**src/rtl/clock_group_serial_tx.sv**
```systemverilog
// Parallel-in, serial-out frame transmitter: start bit, DATA_W payload bits LSB first, stop bit.
// Every bit lasts DIV clk1 cycles; D, tx_ready and busy are all registered.
module clock_group_serial_tx #(
    parameter int unsigned DATA_W = 8,
    parameter int unsigned DIV    = 4
) (
    input  logic              clk1,
    input  logic              rst,
    input  logic [DATA_W-1:0] tx_data,
    input  logic              tx_valid,
    output logic              tx_ready,
    output logic              D,
    output logic              busy
);

    localparam int unsigned CNT_W = (DIV > 1) ? $clog2(DIV) : 1;
    localparam int unsigned IDX_W = (DATA_W > 1) ? $clog2(DATA_W) : 1;

    localparam logic [1:0] S_IDLE  = 2'd0;
    localparam logic [1:0] S_START = 2'd1;
    localparam logic [1:0] S_DATA  = 2'd2;
    localparam logic [1:0] S_STOP  = 2'd3;

    localparam logic [CNT_W-1:0] CNT_RELOAD = CNT_W'(DIV - 1);
    localparam logic [IDX_W-1:0] IDX_LAST   = IDX_W'(DATA_W - 1);

    logic [1:0]        state, state_nxt;
    logic [CNT_W-1:0]  cnt, cnt_nxt;
    logic [IDX_W-1:0]  idx, idx_nxt;
    logic [DATA_W-1:0] sh, sh_nxt;
    logic              d_nxt, ready_nxt, busy_nxt;
    logic              bit_end;

    // State and output registers
    always_ff @(posedge clk1 or posedge rst) begin
        if (rst) begin
            state    <= S_IDLE;
            cnt      <= '0;
            idx      <= '0;
            sh       <= '0;
            D        <= 1'b1;
            tx_ready <= 1'b0;
            busy     <= 1'b0;
        end else begin
            state    <= state_nxt;
            cnt      <= cnt_nxt;
            idx      <= idx_nxt;
            sh       <= sh_nxt;
            D        <= d_nxt;
            tx_ready <= ready_nxt;
            busy     <= busy_nxt;
        end
    end

    // Last cycle of the current bit; with DIV=1 every cycle is a bit boundary
    assign bit_end = (cnt == '0);

    // Next-state and next-output logic
    always_comb begin
        state_nxt = state;
        cnt_nxt   = cnt;
        idx_nxt   = idx;
        sh_nxt    = sh;
        d_nxt     = D;
        ready_nxt = tx_ready;
        busy_nxt  = busy;

        case (state)
            S_IDLE: begin
                if (tx_valid && tx_ready) begin
                    state_nxt = S_START;
                    sh_nxt    = tx_data;
                    cnt_nxt   = CNT_RELOAD;
                    idx_nxt   = '0;
                    d_nxt     = 1'b0;
                    ready_nxt = 1'b0;
                    busy_nxt  = 1'b1;
                end else begin
                    // Also the first edge after reset release: ready rises, no handshake yet
                    ready_nxt = 1'b1;
                    busy_nxt  = 1'b0;
                    d_nxt     = 1'b1;
                end
            end
            S_START: begin
                if (bit_end) begin
                    state_nxt = S_DATA;
                    d_nxt     = sh[0];
                    sh_nxt    = sh >> 1;
                    idx_nxt   = '0;
                    cnt_nxt   = CNT_RELOAD;
                end else begin
                    cnt_nxt = cnt - CNT_W'(1);
                end
            end
            S_DATA: begin
                if (bit_end) begin
                    cnt_nxt = CNT_RELOAD;
                    if (idx == IDX_LAST) begin
                        state_nxt = S_STOP;
                        d_nxt     = 1'b1;
                    end else begin
                        d_nxt   = sh[0];
                        sh_nxt  = sh >> 1;
                        idx_nxt = idx + IDX_W'(1);
                    end
                end else begin
                    cnt_nxt = cnt - CNT_W'(1);
                end
            end
            S_STOP: begin
                if (bit_end) begin
                    state_nxt = S_IDLE;
                    cnt_nxt   = '0;
                    d_nxt     = 1'b1;
                    ready_nxt = 1'b1;
                    busy_nxt  = 1'b0;
                end else begin
                    cnt_nxt = cnt - CNT_W'(1);
                end
            end
            default: begin
                state_nxt = S_IDLE;
                cnt_nxt   = '0;
                d_nxt     = 1'b1;
                ready_nxt = 1'b0;
                busy_nxt  = 1'b0;
            end
        endcase
    end

endmodule

```
**config.mk**
```make
export PLATFORM = sky130hd
export DESIGN_NAME = clock_group_serial_tx
export DESIGN_NICKNAME = d
export VERILOG_FILES = /design/src/rtl/clock_group_serial_tx.sv
export SDC_FILE = /design/constraint.sdc
export NUM_CORES = 1
export LEC_CHECK = 0
export ABC_AREA = 1
export CORE_ASPECT_RATIO = 1.1
export CORE_MARGIN = 2
export CORE_UTILIZATION = 58
export CTS_CLUSTER_DIAMETER = 80
export CTS_CLUSTER_SIZE = 8
export DETAILED_ROUTE_END_ITERATION = 12
export PLACE_DENSITY_LB_ADDON = 0.1
export SKIP_CTS_REPAIR_TIMING = 1
export SYNTH_ARGS = -nofsm -noshare
export SYNTH_HDL_FRONTEND = slang
export SYNTH_SLANG_ARGS = --single-unit
```
**constraint.sdc**
```tcl
create_clock -name clk1 -period 2.6 [get_ports clk1]
set_input_delay 0.52 -clock clk1 [delete_from_list [all_inputs] [get_ports clk1]]
set_output_delay 0.52 -clock clk1 [all_outputs]
set_load 0.02 [all_outputs]
```
======== Word-level counts from Yosys, hierarchy flattened ========
Cells that the tools add are included.
storage, ports and cells
  word-level logic and storage cells ...... 59
  register bits ........................... 18
  input port bits ......................... 11
  output and inout port bits .............. 3
cells by class
  $add $sub $neg .......................... 2
  reduce and logical (&&, ||, !) cells .... 10
  equality and inequality tests ........... 10
  mux-type cells .......................... 30
operators by type and width
  operator                                                               number
  8-bit 2-to-1 mux                                                       4
  8-bit case mux with 3 select lines                                     1
  2-bit 2-to-1 mux                                                       8
  3-bit 2-to-1 mux                                                       4
  2-bit inequality test, second input constant                           6
  5-bit AND reduction                                                    2
  3-bit case mux with 3 select lines                                     1
  2-bit case mux with 4 select lines                                     1
  1-bit 2-to-1 mux                                                       7
  2-bit case mux with 3 select lines                                     1
  2-bit equality test, second input constant                             2
  2-bit logical NOT                                                      2
  1-bit case mux with 2 select lines                                     2
  1-bit case mux with 4 select lines                                     1
  3-bit by 1-bit adder with 3-bit output, second input constant          1
  3-bit equality test, second input constant                             1
  3-bit AND reduction                                                    1
  3-bit nonzero test                                                     1
  2-bit by 1-bit equality test with 1-bit output, second input constant  1
  2-bit AND reduction                                                    1
  2-bit nonzero test                                                     1
  2-bit OR reduction                                                     1
  2-bit by 1-bit subtractor with 2-bit output, second input constant     1
  1-bit logical AND                                                      1

======== Logic depth before layout (Yosys ltp) ========
Gate-level depths: netlist of the first run.
  word-level depth ........................ 4
  depth in mapped cells ................... 8
  depth with buffers taken out ............ 8

======== Worst setup path before layout of the first run ========
OpenSTA, ideal clock, no wires.
  path type ............................... register -> register
  start point ............................. reg idx[0]
  end point ............................... reg sh[1]
  arrival ................................. 1.292 ns
  library setup time ...................... 0.118 ns
  cell stages (with the launch flop) ...... 8
  clock period less this slack ............ 1.410 ns
  setup slack ............................. 1.190 ns
  buffers on the path ..................... 1
  data required time ...................... 2.482 ns
  path through ............................ dfrtp_1 -> ha_1 -> ha_1 -> a21oi_2 -> nand3_2 -> buf_6 -> nand2_1 -> nand2_1
on the way
  word-level cells in the longest chain between the ends .. 3
ends and longest elaborated chain
  what                                    RTL line  RTL
  start, declared                         29        logic [IDX_W-1:0] idx, idx_nxt;
  start signal, assigned                  47        idx <= idx_nxt;
  3-bit equality test                     99        if (idx == IDX_LAST) begin
  2-bit inequality test (no source line)  -
  5-bit AND reduction (no source line)    -
  end signal, assigned                    48        sh <= sh_nxt;
  end, declared                           30        logic [DATA_W-1:0] sh, sh_nxt;
Every way passes these cells.
A chain may end at the register's enable or synchronous reset.

======== Final worst setup path of the first run ========
  start point ............................. reg D
  end point ............................... out D
RTL lines
  what                    RTL line  RTL
  start, declared         12        output logic D,
  start signal, assigned  49        D <= d_nxt;
No word-level cell between the ends.

==> results of run 1 <==
[sequential cells by signal, summed over array words and instances, names as in the netlist]
signal    count
tx_ready      1
state         2
busy          1
idx           3
D             1
sh            8
cnt           2
[layer usage]
| metal | up-vias | GRT usage [%] |
|---|---|---|
| met1 | 432 | 24.7 |
| met5 | - | 0 |
| met3 | 4 | 3.66 |
| met4 | 0 | 7.62 |
| met2 | 25 | 36.3 |
| li1 | 502 | - |
[Yosys cell counts (2+ instances only)]
cell / n / area share, %
o21ai_0: 2 / 0.90
ha_1: 10 / 11
o21ai_1: 3 / 1.3
nand2_1: 61 / 20
a31oi_1: 2 / 1.1
o21bai_1: 2 / 1.3
nand4_1: 11 / 6.2
inv_2: 2 / 0.67
buf_2: 3 / 1.3
dfrtp_1: 17 / 38
nor2_1: 10 / 3.4
inv_1: 14 / 4.7
nand3_1: 4 / 1.8
[area by class of cell]
cell class	instances	area (um2)
Inverter	16	60.1
Tap cell	18	22.5
Fill cell	158	514
Clock buffer	4	36.3
Timing Repair Buffer	15	145
Multi-Input combinational cell	110	572
Sequential cell	18	452
[power groups by stage]
stage          combinational [mW]  clock [mW]  sequential (mW)
5_1_grt                      1.17       0.187            0.504
4_1_cts                      1.03       0.176            0.492
3_3_place_gp                0.998           0            0.489
2_1_floorplan               0.803           0            0.505
6_report                     1.03       0.169            0.493
3_5_place_dp                 1.02           0            0.497
[kinds of logic (layout without fill, tap and decap cells)]
group,after synthesis,in the layout
flip-flops,18,18
AND/OR/NAND/NOR,88,88
AO/OA/AOI/OAI,12,12
adder cells (fa/ha/maj),10,10
buffers and inverters,21,35
[worst paths after layout]
| path | start | slack (ns) | cells past startpoint | endpoint |
|---|---|---|---|---|
| worst max-delay path | D | 0.66 | 1 | D |
| worst min-delay path | D | 0.48 | 2 | D |
| worst max register to register | state[0] | 0.90 | 7 | sh[0] |
| worst min register to register | D | 0.48 | 2 | D |
| max in group asynchronous | rst | 1.52 | 2 | sh[0] |
| min in group asynchronous | rst | 0.64 | 2 | cnt[0] |
[stage by stage]
stage / util, % / area, um2 / setup slack, ns
floorplan: - / 1120 / 1.19
global placement: 69.4 / 1250 / 0.725
detailed placement: 69.4 / 1250 / 0.695
CTS: 71.5 / 1290 / 0.646
global route: 71.5 / 1290 / 0.627
finish: 71.5 / 1290 / 0.663
==> metrics.cfg, run 1 <==
[drt]
ant_nets=0
routedWlPerCell_um=11.8
top_layer=met4
drt_pass1_iterations=4
dr_wl_met2_mm=1.04
wl_met1_um=979
drt_iter0_drc=23
vias=963
dr_wl_met3_um=91
wirelength_mm=2.14
drcViolationCount=0
routed_via_density=5.32

[cells_and_area]
nets=185
finalNonFillerCells=181
final_common_cell=nand2_1
drive_above_1_share_pct=7.98
syn_to_final_growth_pct=15.2
most-common-layout-cells=nand2_1, dfrtp_1, inv_1
n_antenna_cell=0

[critical_path]
slowest_stage=clkdlybuf4s50_1
arrival_ns=1.42
max_stage_delay_ns=0.59
crit_chain=clkdlybuf4s50_1
end_kind=primary output
required_ns=2.08
cp_top_family=buffers and inverters
worstPathMaxFanout=2
critPathKind=register to primary output
startpoint_type=register
path_buf_inv=1

[power_and_ir_drop]
clock_power_share_pct=10.0
power_frac_seq_pct=29.2
combPwrFrac_pct=60.8
power_density_nw_per_um2=1310
power.internal_mw=0.869
p_switching_mw=0.819
max-vdd-ir-drop_mv=0.591
p_leak_nw=0.726
netSwitchingFraction_pct=48.5
fin_total_pwr_mw=1.69

[placed_design]
port_buffers=13
dp_cells=177
routabilityCongestion=0.871
dp_hpwl_mm=1.57

[global_routing]
grtUsageTotal_pct=20.9
grt_overflow=0
grt_max_degree=19
grt_pass1_wl_mm=3.60
antenna_found_initial=0
grt_pass1_vias=941

[sta]
hold_violations=0
whs_ns=0.475
slew_headroom_pct=53.4
grt_setup_unrepaired=false
setup_viol=0
max_freq_mhz=516
slew_viol_final=0
min_period_ns=1.94
worst_pin_slew_ns=0.699
period_share_pct=74.5
setup_tns_ns=0
finalClockSkew_ns=0.00104

[floorplan]
rows=16
core_um2=1800
io_pins=14
die_x_um=45.9
dieHeight_um=50.0
initial_utilization_pct=62.0
die_area_um2=2290

[synthesis]
yosys.area_share.xor_xnor_pct=0
synth_top_family_by_area=simple AND/OR/NAND/NOR gates
synthCells=149
ys_warn_count=0
synth-async-reset-ratio_pct=100
syn_area_per_cell_um2=7.50
yosysUniqueCellTypes=21
netlist_area_um2=1120
ys_seq_area_share_pct=40.4
yosys-mux-area-fraction_pct=0
synthesis.nets=170
synthAdderAreaFrac_pct=11.2
yosys.area_share.simple_pct=33.3
synth_edf_count=0
synthFlopType=dfrtp_1
synth_compound_area_share_pct=6.72
yosys_register_bits=18

[min_path]
hold_class=register to register

[cts]
clockBufferDepth=2
htreeDepth=1
clkTransAtPathRegs_ns=0.10
root_buffer=clkbuf_4
cts_tree=done
clk_latency_ns=0.28
numCtsBuffers=3
cts_sinks=18

[job]
cap_viol_max_count=0

[outcome]
status=finished, final reports clean

No activity file was read; power rests on OpenSTA's default activity.
==> run 2: changes to the inputs <==
CORE_UTILIZATION = 48   (was 58)
clock period = 1.7 ns   (was 2.6 ns; I/O delays follow)
==> run 2 against run 1 <==
- die area is 19% higher
- via count rose by 5.3%
- first-iteration DRC count decreased by 61%
- wire length up 14%
- sequential cell count is the same
- total power grew 59%
- setup slack worse by 0.58 ns
==> metrics.cfg, run 2 (synthesis gave the netlist of run 1 again) <==
[floorplan]
core_um2=2230  ; was 1800 um2
die_area_um2=2730  ; was 2290 um2
die_x_um=50  ; was 45.9 um
initial_utilization_pct=50.1  ; was 62.0%
rows=18  ; was 16
io_pins=14  ; unchanged
dieHeight_um=54.6  ; was 50.0 um

[power_and_ir_drop]
max-vdd-ir-drop_mv=1.02  ; was 0.591 mV
p_leak_nw=0.751  ; was 0.726 nW
fin_total_pwr_mw=2.68  ; was 1.69 mW
power_density_nw_per_um2=2010  ; was 1310 nW/um2

[job]
cap_viol_max_count=0  ; unchanged

[critical_path]
cp_top_family=buffers and inverters  ; unchanged
path_buf_inv=1  ; unchanged
r2r_cells=7  ; unchanged
startpoint_type=register  ; unchanged
end_kind=primary output  ; unchanged
critPathKind=register to primary output  ; unchanged
required_ns=1.36  ; was 2.08 ns
rr_startpoint=state[0]  ; unchanged
cp.depth=1  ; unchanged
max_stage_delay_ns=0.60  ; was 0.59 ns
worstPathMaxFanout=3  ; was 2
startpoint=tx_ready  ; was D
crit_chain=clkdlybuf4s50_1  ; unchanged
arrival_ns=1.28  ; was 1.42 ns
slowest_stage=clkdlybuf4s50_1  ; unchanged
ff2ff_setup_slack_ns=0.14  ; was 0.90 ns

[sta]
worst_pin_slew_ns=0.354  ; was 0.699 ns
slew_viol_final=0  ; unchanged
hold_violations=0  ; unchanged
whs_ns=0.300  ; was 0.475 ns
max_freq_mhz=619
setup_viol=0  ; unchanged
slew_headroom_pct=76.4  ; was 53.4%
min_period_ns=1.62
fin_ws_ns=0.0835  ; was 0.663 ns
grt_setup_unrepaired=false  ; unchanged
period_share_pct=95.1
finalClockSkew_ns=0.0117  ; was 0.00104 ns

[drt]
ant_nets=0  ; unchanged
vias=1014  ; was 963
drt_pass1_iterations=4  ; unchanged
drcViolationCount=0  ; unchanged
drt_iter0_drc=9  ; was 23
routed_via_density=5.15  ; was 5.32
wirelength_mm=2.43  ; was 2.14 mm
routedWlPerCell_um=12.4  ; was 11.8 um

[outcome]
status=finished, final reports clean  ; unchanged

[cts]
cts_tree=done  ; unchanged
cts_sinks=18  ; unchanged
clkTransAtPathRegs_ns=0.11  ; was 0.10 ns
numCtsBuffers=3  ; unchanged
root_buffer=clkbuf_4  ; unchanged
htreeDepth=1  ; unchanged
clockBufferDepth=2  ; unchanged
clk_latency_ns=0.29  ; was 0.28 ns

[global_routing]
grt_pass1_vias=1042  ; was 941
grt_overflow=0  ; unchanged
grt_max_degree=13  ; was 19
grt_pass1_wl_mm=4.29  ; was 3.60 mm
grtUsageTotal_pct=21.0  ; was 20.9%
antenna_found_initial=0  ; unchanged

[cells_and_area]
drive_above_1_share_pct=9.58  ; was 7.98%
reg_top3=sh x8, idx x3  ; unchanged
most-common-layout-cells=nand2_1, dfrtp_1, inv_1  ; unchanged
n_antenna_cell=0  ; unchanged
nets=189  ; was 185
regMostFlops=sh  ; unchanged
largest_reg_flops=8  ; unchanged
syn_to_final_growth_pct=19.3  ; was 15.2%
final_common_cell=nand2_1  ; unchanged

[placed_design]
pre_cts_slack_ns=0.151  ; was 0.695 ns
port_buffers=13  ; unchanged
dp_hpwl_mm=1.80  ; was 1.57 mm
routabilityCongestion=0.812  ; was 0.871

[min_path]
hold_class=primary input to asynchronous set/reset pin  ; was register to register

-- run 2: cell count changes in the layout (fill, tap and decap cells not counted) --
cell and delta:
buf_4 +4, clkbuf_1 +1, clkbuf_8 -1, clkdlybuf4s50_1 -1, dlymetal6s2s_1 +1, nand3_2 -1, nand3_4 +1
-- run 2: final cells by class --
class	instances	area, um2
sequential	18	452
multi-input combinational	110	579
tap	30	37.5
timing repair buffer	19	178
clock buffer	4	26.3
fill	214	897
inverter	16	60.1
-- run 2: worst paths after layout --
check / end
max: tx_ready
min: busy
max reg2reg: D
min reg2reg: D
max in group asynchronous: sh[2]
min in group clk1: D
-- run 2: where the power goes --
group          switching [mW]  internal, mW
sequential              0.116         0.634
combinational            1.07         0.638
clock                   0.134        0.0911
total                    1.32          1.36
-- run 2: metrics by stage --
step / instance area [um2] / std cells / setup TNS [ns] / util, %
after floorplan: 1120 / 149 / 0 / -
after global placement: 1300 / 193 / 0 / 58.1
after detailed placement: 1300 / 193 / 0 / 58.1
after CTS: 1320 / 197 / -0.0677 / 59.3
after global routing: 1330 / 197 / 0 / 59.8
final: 1330 / 197 / 0 / 59.8
-- run 2: per-layer routing --
metal  track usage [%]  up-vias  part of all wire, %
li1                  -      509                    -
met5                 0        -                    0
met3              3.28        7                  3.2
met1              23.3      471                   42
met2              39.5       27                   53
met4              10.2        0                  1.8
